### src/rtl/cpu8_pkg.sv
// Shared definitions for the 8-bit issue slice: opcode encodings,
// instruction field positions, the decoded instruction view and the
// issue FSM state type.
package cpu8_pkg;

    localparam logic [2:0] OP_ADD  = 3'b000;
    localparam logic [2:0] OP_SUB  = 3'b001;
    localparam logic [2:0] OP_AND  = 3'b010;
    localparam logic [2:0] OP_OR   = 3'b011;
    localparam logic [2:0] OP_XOR  = 3'b100;
    localparam logic [2:0] OP_NOT  = 3'b101;
    localparam logic [2:0] OP_SHL  = 3'b110;
    localparam logic [2:0] OP_PASS = 3'b111;

    localparam int INSTR_W     = 16;
    localparam int OPC_MSB     = 15;
    localparam int OPC_LSB     = 13;
    localparam int RD_MSB      = 12;
    localparam int RD_LSB      = 11;
    localparam int RS_MSB      = 10;
    localparam int RS_LSB      = 9;
    localparam int IMM_SEL_BIT = 8;
    localparam int IMM_MSB     = 7;
    localparam int IMM_LSB     = 0;

    typedef enum logic [1:0] {
        ST_IDLE  = 2'd0,
        ST_ISSUE = 2'd1,
        ST_WAIT  = 2'd2
    } issue_state_t;

    typedef struct packed {
        logic [2:0] opcode;
        logic [1:0] rd;
        logic [1:0] rs;
        logic       imm_sel;
        logic [7:0] imm;
    } instr_t;

    // Split a raw instruction word into its named fields.
    function automatic instr_t decode_instr(input logic [INSTR_W-1:0] word);
        instr_t d;
        d.opcode  = word[OPC_MSB:OPC_LSB];
        d.rd      = word[RD_MSB:RD_LSB];
        d.rs      = word[RS_MSB:RS_LSB];
        d.imm_sel = word[IMM_SEL_BIT];
        d.imm     = word[IMM_MSB:IMM_LSB];
        return d;
    endfunction

endpackage

### src/rtl/instr_fifo.sv
// Instruction buffer: power-of-two depth circular FIFO with an explicit
// occupancy counter so full/empty come straight from a register.
module instr_fifo #(
    parameter int DEPTH = 4,
    parameter int WIDTH = 16
) (
    input  logic             clk,
    input  logic             rst,
    input  logic             push,
    input  logic             pop,
    input  logic [WIDTH-1:0] wr_data,
    output logic [WIDTH-1:0] rd_data,
    output logic             full,
    output logic             empty
);

    localparam int AW = (DEPTH > 1) ? $clog2(DEPTH) : 1;
    localparam logic [AW:0] FULL_COUNT = (AW + 1)'(DEPTH);

    logic [WIDTH-1:0] mem [DEPTH];
    logic [AW-1:0]    wr_ptr;
    logic [AW-1:0]    rd_ptr;
    logic [AW:0]      count;
    logic             do_push;
    logic             do_pop;

    assign full    = (count == FULL_COUNT);
    assign empty   = (count == '0);
    assign do_push = push && !full;
    assign do_pop  = pop && !empty;
    assign rd_data = mem[rd_ptr];

    // Pointers wrap naturally at the power-of-two depth; a simultaneous
    // push and pop leaves the occupancy untouched.
    always_ff @(posedge clk or posedge rst) begin
        if (rst) begin
            wr_ptr <= '0;
            rd_ptr <= '0;
            count  <= '0;
        end else begin
            if (do_push) wr_ptr <= wr_ptr + 1'b1;
            if (do_pop)  rd_ptr <= rd_ptr + 1'b1;
            if (do_push && !do_pop)
                count <= count + 1'b1;
            else if (!do_push && do_pop)
                count <= count - 1'b1;
        end
    end

    // Storage array needs no reset; only the pointers decide what is valid.
    always_ff @(posedge clk) begin
        if (do_push) mem[wr_ptr] <= wr_data;
    end

endmodule

### src/rtl/instr_issue.sv
// Instruction issue stage: buffers 16-bit instructions, issues operands
// from a 4x8 register file to an external execute unit and retires the
// returned result. Optional feature macro ISSUE_TIMEOUT_EN adds a WAIT
// timeout that abandons an instruction whose result never arrives.
module instr_issue
    import cpu8_pkg::*;
#(
    parameter int FIFO_DEPTH     = 4,
    parameter int TIMEOUT_CYCLES = 15
) (
    input  logic        clk,
    input  logic        rst,
    input  logic        load_valid,
    input  logic [15:0] load_instr,
    output logic        load_ready,
    output logic [7:0]  a,
    output logic [7:0]  b,
    output logic [2:0]  opcode,
    output logic        issue_valid,
    input  logic        result_valid,
    input  logic [7:0]  result_in,
    input  logic        carry_in,
    output logic        carry_flag,
    output logic        busy,
    output logic [7:0]  retired,
    input  logic [1:0]  dbg_addr,
    output logic [7:0]  dbg_data,
    output logic        timeout_err,
    output logic        spurious_err
);

    if ((FIFO_DEPTH < 2) || ((FIFO_DEPTH & (FIFO_DEPTH - 1)) != 0) || (TIMEOUT_CYCLES < 1)) begin : g_param_check
        $error("instr_issue: FIFO_DEPTH must be a power of two >= 2 and TIMEOUT_CYCLES >= 1");
    end

    issue_state_t state;
    issue_state_t state_next;

    logic [INSTR_W-1:0] fifo_head;
    logic               fifo_full;
    logic               fifo_empty;
    logic               fifo_pop;
    logic               writeback;
    logic               timeout_hit;
    instr_t             head;
    logic [1:0]         cur_rd;
    logic [7:0]         regs [4];

    assign head        = decode_instr(fifo_head);
    assign load_ready  = !fifo_full;
    assign issue_valid = (state == ST_ISSUE);
    assign busy        = (state != ST_IDLE) || !fifo_empty;
    assign dbg_data    = regs[dbg_addr];

    instr_fifo #(
        .DEPTH (FIFO_DEPTH),
        .WIDTH (INSTR_W)
    ) u_fifo (
        .clk     (clk),
        .rst     (rst),
        .push    (load_valid),
        .pop     (fifo_pop),
        .wr_data (load_instr),
        .rd_data (fifo_head),
        .full    (fifo_full),
        .empty   (fifo_empty)
    );

`ifdef ISSUE_TIMEOUT_EN
    localparam int TW = $clog2(TIMEOUT_CYCLES + 1);
    localparam logic [TW-1:0] TIMEOUT_LAST = TW'(TIMEOUT_CYCLES - 1);

    logic [TW-1:0] wait_cnt;

    assign timeout_hit = (wait_cnt == TIMEOUT_LAST);

    // Count result-less WAIT cycles; the abort fires on the last allowed one.
    always_ff @(posedge clk or posedge rst) begin
        if (rst) begin
            wait_cnt    <= '0;
            timeout_err <= 1'b0;
        end else begin
            if (state != ST_WAIT)
                wait_cnt <= '0;
            else if (!result_valid)
                wait_cnt <= wait_cnt + 1'b1;
            if ((state == ST_WAIT) && !result_valid && timeout_hit)
                timeout_err <= 1'b1;
        end
    end
`else
    assign timeout_hit = 1'b0;
    assign timeout_err = 1'b0;
`endif

    // State register for the IDLE -> ISSUE -> WAIT sequence.
    always_ff @(posedge clk or posedge rst) begin
        if (rst) state <= ST_IDLE;
        else     state <= state_next;
    end

    // Next state plus the pop and writeback strobes that drive the datapath.
    always_comb begin
        state_next = state;
        fifo_pop   = 1'b0;
        writeback  = 1'b0;
        case (state)
            ST_IDLE: begin
                if (!fifo_empty) begin
                    fifo_pop   = 1'b1;
                    state_next = ST_ISSUE;
                end
            end
            ST_ISSUE: begin
                state_next = ST_WAIT;
            end
            ST_WAIT: begin
                if (result_valid) begin
                    writeback  = 1'b1;
                    state_next = ST_IDLE;
                end else if (timeout_hit) begin
                    state_next = ST_IDLE;
                end
            end
            default: state_next = ST_IDLE;
        endcase
    end

    // Operands are captured as the head is popped, so they are already
    // stable during ISSUE and hold until the next pop; writeback lands on
    // the WAIT->IDLE edge, ahead of any later operand read.
    always_ff @(posedge clk or posedge rst) begin
        if (rst) begin
            for (int i = 0; i < 4; i++) regs[i] <= '0;
            a            <= '0;
            b            <= '0;
            opcode       <= '0;
            cur_rd       <= '0;
            carry_flag   <= 1'b0;
            retired      <= '0;
            spurious_err <= 1'b0;
        end else begin
            if (fifo_pop) begin
                a      <= regs[head.rd];
                b      <= head.imm_sel ? head.imm : regs[head.rs];
                opcode <= head.opcode;
                cur_rd <= head.rd;
            end
            if (writeback) begin
                regs[cur_rd] <= result_in;
                carry_flag   <= carry_in;
                retired      <= retired + 8'd1;
            end
            if (result_valid && (state != ST_WAIT))
                spurious_err <= 1'b1;
        end
    end

endmodule

### config.mk
export PLATFORM = sky130hd
export DESIGN_NAME = instr_issue
export DESIGN_NICKNAME = d
export VERILOG_FILES = /design/src/rtl/cpu8_pkg.sv /design/src/rtl/instr_fifo.sv /design/src/rtl/instr_issue.sv
export SDC_FILE = /design/constraint.sdc
export NUM_CORES = 1
export LEC_CHECK = 0
export ABC_AREA = 1
export BUFFER_PORTS_ARGS = -buffer_cell sky130_fd_sc_hd__clkbuf_2
export CORE_MARGIN = 3
export CORE_UTILIZATION = 25
export DETAILED_ROUTE_END_ITERATION = 7
export GPL_ROUTABILITY_DRIVEN = 0
export PLACE_DENSITY_LB_ADDON = 0.2
export REMOVE_ABC_BUFFERS = 1
export SETUP_SLACK_MARGIN = 0.3
export SYNTH_ARGS = -nofsm -noshare
export SYNTH_HDL_FRONTEND = slang
export SYNTH_HIERARCHICAL = 1
export SYNTH_SLANG_ARGS = --single-unit
### constraint.sdc
create_clock -name clk -period 2.4 [get_ports clk]
set_input_delay 0.6 -clock clk [delete_from_list [all_inputs] [get_ports clk]]
set_output_delay 0.6 -clock clk [all_outputs]
set_load 0.05 [all_outputs]
==> flow_summary.toml, run 1 <==
[routing]
antenna_left = 0
vias_per_cell = 4.31
drc = 0
drt_iter0_markers = 344
dr_total_vias = 4845
detail_route.wirelength.met1_um = 7860
dr_wl_met2_um = 7660
firstDrtPassIters = 5
wl_per_cell_um = 14.9
dr_wl_met3_um = 1030
drt_wl_total_um = 16800
dr.max_layer_used = "met4"

[critical_path]
worst-path-buf-inv = 5
r2r_slack_ns = 0.47
critPathMaxFanout = 7
r2r-start = "u_fifo/count[0]"
cp_top_family = "buffers and inverters"
worstSetupPathType = "in2out"
crit_top_cell = "buf_6"
cpPeakStageDelay_ns = 0.24
cp-start-kind = "input pin"
cp_num_cells = 7
worstPathRequired_ns = 1.80
arrival_ns = 1.55
ff2ff_path_depth = 14
cp_slowest_cell = "o21ai_1"
end_kind = "output pin"
r2r-end = "u_fifo/count[2]"
path_cells = "buf_6 -> clkinvlp_4 -> buf_6 -> buf_16 -> o21ai_0 -> o21ai_1 -> buf_12"

[global_routing]
grt_pass1_vias = 4757
antenna_found_initial = 0
track_usage = 0.125
grt_pass1_wl_um = 27200
grt_start_max_net_pins = 28
grt.overflow.total = 0

[cts]
numCtsBuffers = 17
cts_tree = "yes"
clk_latency_ns = 0.41
cts_buffer_depth = 2
path_clk_slew_ns = 0.06
htreeDepth = 4
clockRootBuffer = "clkbuf_16"
clkSinkCount = 136

[yosys]
netlist_area_um2 = 6480
synth_warnings = 6
yosysSeqAreaShare = 0.574
synth.most_common_cell = "nand2_1"
synth_edf_count = 64
postSynthCellCount = 698
syn_area_per_cell_um2 = 9.29
synth_top_area_frac = 0.296
synth_area_leaders = "edfxtp_1 30%, dfrtp_1 28%, nand2_1 12%, inv_1 5.2%, o211ai_1 5.0%"
yosysTopAreaCell = "edfxtp_1"
ys_types = 32
synth_commonest_cells = "211 x nand2_1, 89 x inv_1, 72 x dfrtp_1, 64 x edfxtp_1, 50 x o21ai_0"
async_flop_share = 0.529
ys_ff_latch = 136
dominantRegCellSynth = "dfrtp_1"

[die]
initial_core_util = 0.256
num_rows = 58
dieArea_um2 = 27900
pin_count = 72
die_w_um = 167
core_um2 = 25300
die_h_um = 167

[timing]
finalCritPeriodShare = 0.897
clock_skew_ns = 0.00691
rsz0062_at_grt = "true"
slew_viol_final = 0
setup_violations = 0
period_minus_slack_ns = 2.15
hold_violations = 0
fmax_mhz = 464
tns_ns = 0

[job]
drv_cap = 0

[finish]
area_growth_syn_to_layout_pct = 24.2
finalNetCount = 819
multi_input_area_um2 = 2210
n_fill_cell = 2635
final_core_utilization = 0.318
drive_gt1_frac = 0.198
diodes = 0
ff_latch_area_um2 = 3720

[power]
power_density_nw_per_um2 = 1470
ir_drop_uv = 647
cellLeakagePower_uw = 0.00365

[placement]
port_buffers = 70
post-dp-hpwl_um = 11500

[hold_path]
hold_class = "in2async"

[status]
status = "finished, final reports clean"
[metrics by stage]
step	power [µW]	std cells	area (µm²)	hold WS (ns)	setup slack, ns
2_1_floorplan	7350	666	6250	0.403	-0.315
3_3_place_gp	9350	1089	7330	0.448	0.164
3_5_place_dp	9370	1089	7330	0.452	0.130
4_1_cts	12000	1124	7980	0.125	0.211
5_1_grt	12800	1124	8050	0.140	0.151
6_report	11900	1124	8050	0.124	0.247
[power by group]
| part | leakage [µW] | total (µW) | internal [µW] | switching (µW) |
|---|---|---|---|---|
| registers | 0.00146 | 3870 | 3270 | 598 |
| logic | 0.00192 | 5470 | 1710 | 3760 |
| clock network | 0.000269 | 2530 | 1460 | 1070 |
[kinds of logic after synthesis]
logic type,Yosys count,synth area share
xor+xnor,5,0.00676
buf+inv,125,0.0901
other cells,1,0.000578
flops,136,0.574
simple gates,287,0.187
compound gates,137,0.127
fa+ha+maj,7,0.0147
[sequential cells by signal, indices dropped and copies added, names as in the netlist]
signal / count
state: 2
carry_flag: 1
regs: 32
opcode: 3
retired: 8
cur_rd: 2
a: 8
u_fifo/count: 3
u_fifo/rd_ptr: 2
spurious_err: 1
u_fifo/wr_ptr: 2
u_fifo/mem: 64
b: 8
[layout make-up]
cell class / count / share of cell area
Clock buffer: 19 / 0.0538
Inverter: 93 / 0.0449
Clock inverter: 13 / 0.0166
Sequential cell: 136 / 0.463
Timing Repair Buffer: 96 / 0.0959
Multi-Input combinational cell: 437 / 0.275
Tap cell: 330 / 0.0513
[worst register-to-register path, cell delays in order, from the launching register on]
cell,delay (ns)
dfrtp_1,0.43
inv_2,0.10
nand3_4,0.08
inv_1,0.08
inv_1,0.04
nand2_1,0.07
inv_1,0.05
nand2_1,0.08
ha_1,0.17
inv_1,0.07
fa_1,0.37
nand2_1,0.10
nand3_1,0.08
nand2_1,0.06
nand2_1,0.05
[layout by cell type, fill, tap and decap left out, types with 6 or more instances in the layout]
master     instances
edfxtp_1          64
clkbuf_16         21
inv_1             83
nand2_1          210
inv_2              7
clkbuf_2          59
nor2_1            28
buf_12             8
a21oi_1           25
dfrtp_1           72
ha_1               6
nand3_1           34
o211ai_1          43
o21ai_1           21
buf_4             19
inv_6              9
o21ai_0           36
[layer usage]
metal  vias to the layer above  track usage
li1                       2457            -
met1                      2239        0.171
met2                       129        0.198
met3                        20       0.0287
met4                         0       0.0373
met5                         -            0
[timing repair]
action,in CTS,in global routing
hold endpoints to repair,0,0
hold buffers,0,0
gates resized for setup,18,24
setup endpoints to repair,9,19
cloned,1,0
setup buffers,2,0
pin swaps,1,1
[how the worst max path moves through the flow]
stage | start | endpoint
after floorplan | dbg_addr[0] | dbg_data[0]
after global placement | dbg_addr[1] | dbg_data[3]
after detailed placement | dbg_addr[1] | dbg_data[3]
after CTS | dbg_addr[1] | dbg_data[0]
after global routing | dbg_addr[1] | dbg_data[0]
final | dbg_addr[1] | dbg_data[2]
(Power assumes the default switching activity.)
==> run 2: changes to the inputs <==
--- a/config.mk
+++ b/config.mk
@@ -13,7 +13,6 @@
 export GPL_ROUTABILITY_DRIVEN = 0
 export PLACE_DENSITY_LB_ADDON = 0.2
 export REMOVE_ABC_BUFFERS = 1
-export SETUP_SLACK_MARGIN = 0.3
 export SYNTH_ARGS = -nofsm -noshare
 export SYNTH_HDL_FRONTEND = slang
 export SYNTH_HIERARCHICAL = 1
==> run 2 against run 1 <==
Clock-buffer cell count stayed put. Flip-flop and latch count stayed put. Via count is 0.50% lower. Largest cell class unchanged.
==> flow_summary.toml, run 2 (synthesis gave the netlist of run 1 again) <==
[die]
die_h_um = 167
pin_count = 72
initial_core_util = 0.256
die_w_um = 167
num_rows = 58
dieArea_um2 = 27900
core_um2 = 25300

[cts]
ctsHoldBuffers = 0
cts_tree = "yes"
path_clk_slew_ns = 0.06
clockRootBuffer = "clkbuf_16"
htreeDepth = 4
cts_buffer_depth = 2
clk_latency_ns = 0.41
clkSinkCount = 136
numCtsBuffers = 17

[finish]
area_growth_syn_to_layout_pct = 21.9
stdcell_count = 1121
drive_gt1_frac = 0.180
reg_top3 = "u_fifo/mem (64), regs (32)"
layout_common_cells = "211 x nand2_1, 87 x inv_1, 72 x dfrtp_1, 64 x edfxtp_1, 62 x clkbuf_2"
mostFrequentLayoutCell = "nand2_1"
diodes = 0
top_register = "u_fifo/mem"
largest_reg_flops = 64
finalNetCount = 816

[timing]
tightest_slew_ns = 0.534
finalCritPeriodShare = 0.957
hold_violations = 0
relSlewSlack = 0.643
slew_viol_final = 0
tns_ns = 0
setup_violations = 0
clock_skew_ns = 0.00696
fmax_mhz = 436
period_minus_slack_ns = 2.30

[global_routing]
grt_pass1_vias = 4713
grt_start_max_net_pins = 28
antenna_found_initial = 0
grt.overflow.total = 0
track_usage = 0.124
grt_pass1_wl_um = 27000

[critical_path]
arrival_ns = 1.70
ff2ff_path_depth = 14
worstPathRequired_ns = 1.80
worstSetupPathType = "in2out"
cp-start-kind = "input pin"
end_kind = "output pin"
critPathMaxFanout = 14

[power]
power_density_nw_per_um2 = 1490
ir_drop_uv = 647
cellLeakagePower_uw = 0.00361

[routing]
drc = 0
wl_per_cell_um = 15.0
firstDrtPassIters = 5
vias_per_cell = 4.30
dr_total_vias = 4821
drt_iter0_markers = 393
drt_wl_total_um = 16800
antenna_left = 0

[status]
status = "finished, final reports clean"

[hold_path]
hold_class = "in2async"

[job]
drv_cap = 0

[placement]
post-dp-hpwl_um = 11500
numPlacedInstances = 1089
port_buffers = 70
-- run 2: worst max-delay path, stage by stage --
cell and delay (ns):
clkbuf_2 0.10, clkinvlp_4 0.21, buf_4 0.21, a21oi_1 0.09, o21ai_0 0.09, o21ai_0 0.18, buf_12 0.19
-- run 2: where the power goes --
group	internal (µW)	leakage, µW	switching [µW]	total (µW)
Combinational	1660	0.00187	3720	5380
Clock	1460	0.000269	1070	2530
Sequential	3270	0.00146	592	3860
-- run 2: layout make-up --
class | count | area, µm²
Inverter | 93 | 358
Sequential cell | 136 | 3720
Timing Repair Buffer | 93 | 668
Multi-Input combinational cell | 437 | 2180
Tap cell | 330 | 413
Clock inverter | 13 | 134
Clock buffer | 19 | 433
Fill cell | 2638 | 17400
-- run 2: per-layer routing --
metal  routed length [µm]  GRT usage  vias to the layer above
met5                    0          0                        -
met4                  227     0.0369                        0
met3                 1090     0.0287                       17
met2                 7600      0.196                      119
met1                 7840      0.171                     2236
li1                     -          -                     2449
-- run 2: repair_timing --
item | in CTS | in global routing
gates resized for setup | 0 | 1
setup endpoints to repair | 0 | 1
buffers inserted | 0 | 0
-- run 2: stage by stage --
step	power (µW)	hold WS, ns	setup slack, ns	cell area, µm²	util
floorplan	7350	0.403	-0.315	6250	-
global route	12700	0.140	-0.000577	7910	0.312
detailed placement	9370	0.452	0.130	7330	0.290
global placement	9350	0.448	0.164	7330	0.290
finish	11800	0.125	0.104	7910	0.312
CTS	12000	0.125	0.120	7900	0.312
-- run 2: worst paths after layout --
path	from	slack, ns	end
setup reg to reg	u_fifo/count[0]	0.36	u_fifo/count[2]
setup / recovery	dbg_addr[1]	0.10	dbg_data[3]
hold / removal	rst	0.12	u_fifo/rd_ptr[1]
min in group clk	carry_in	0.39	carry_flag
max in group asynchronous	rst	1.68	regs[12]
hold reg to reg	spurious_err	0.46	spurious_err
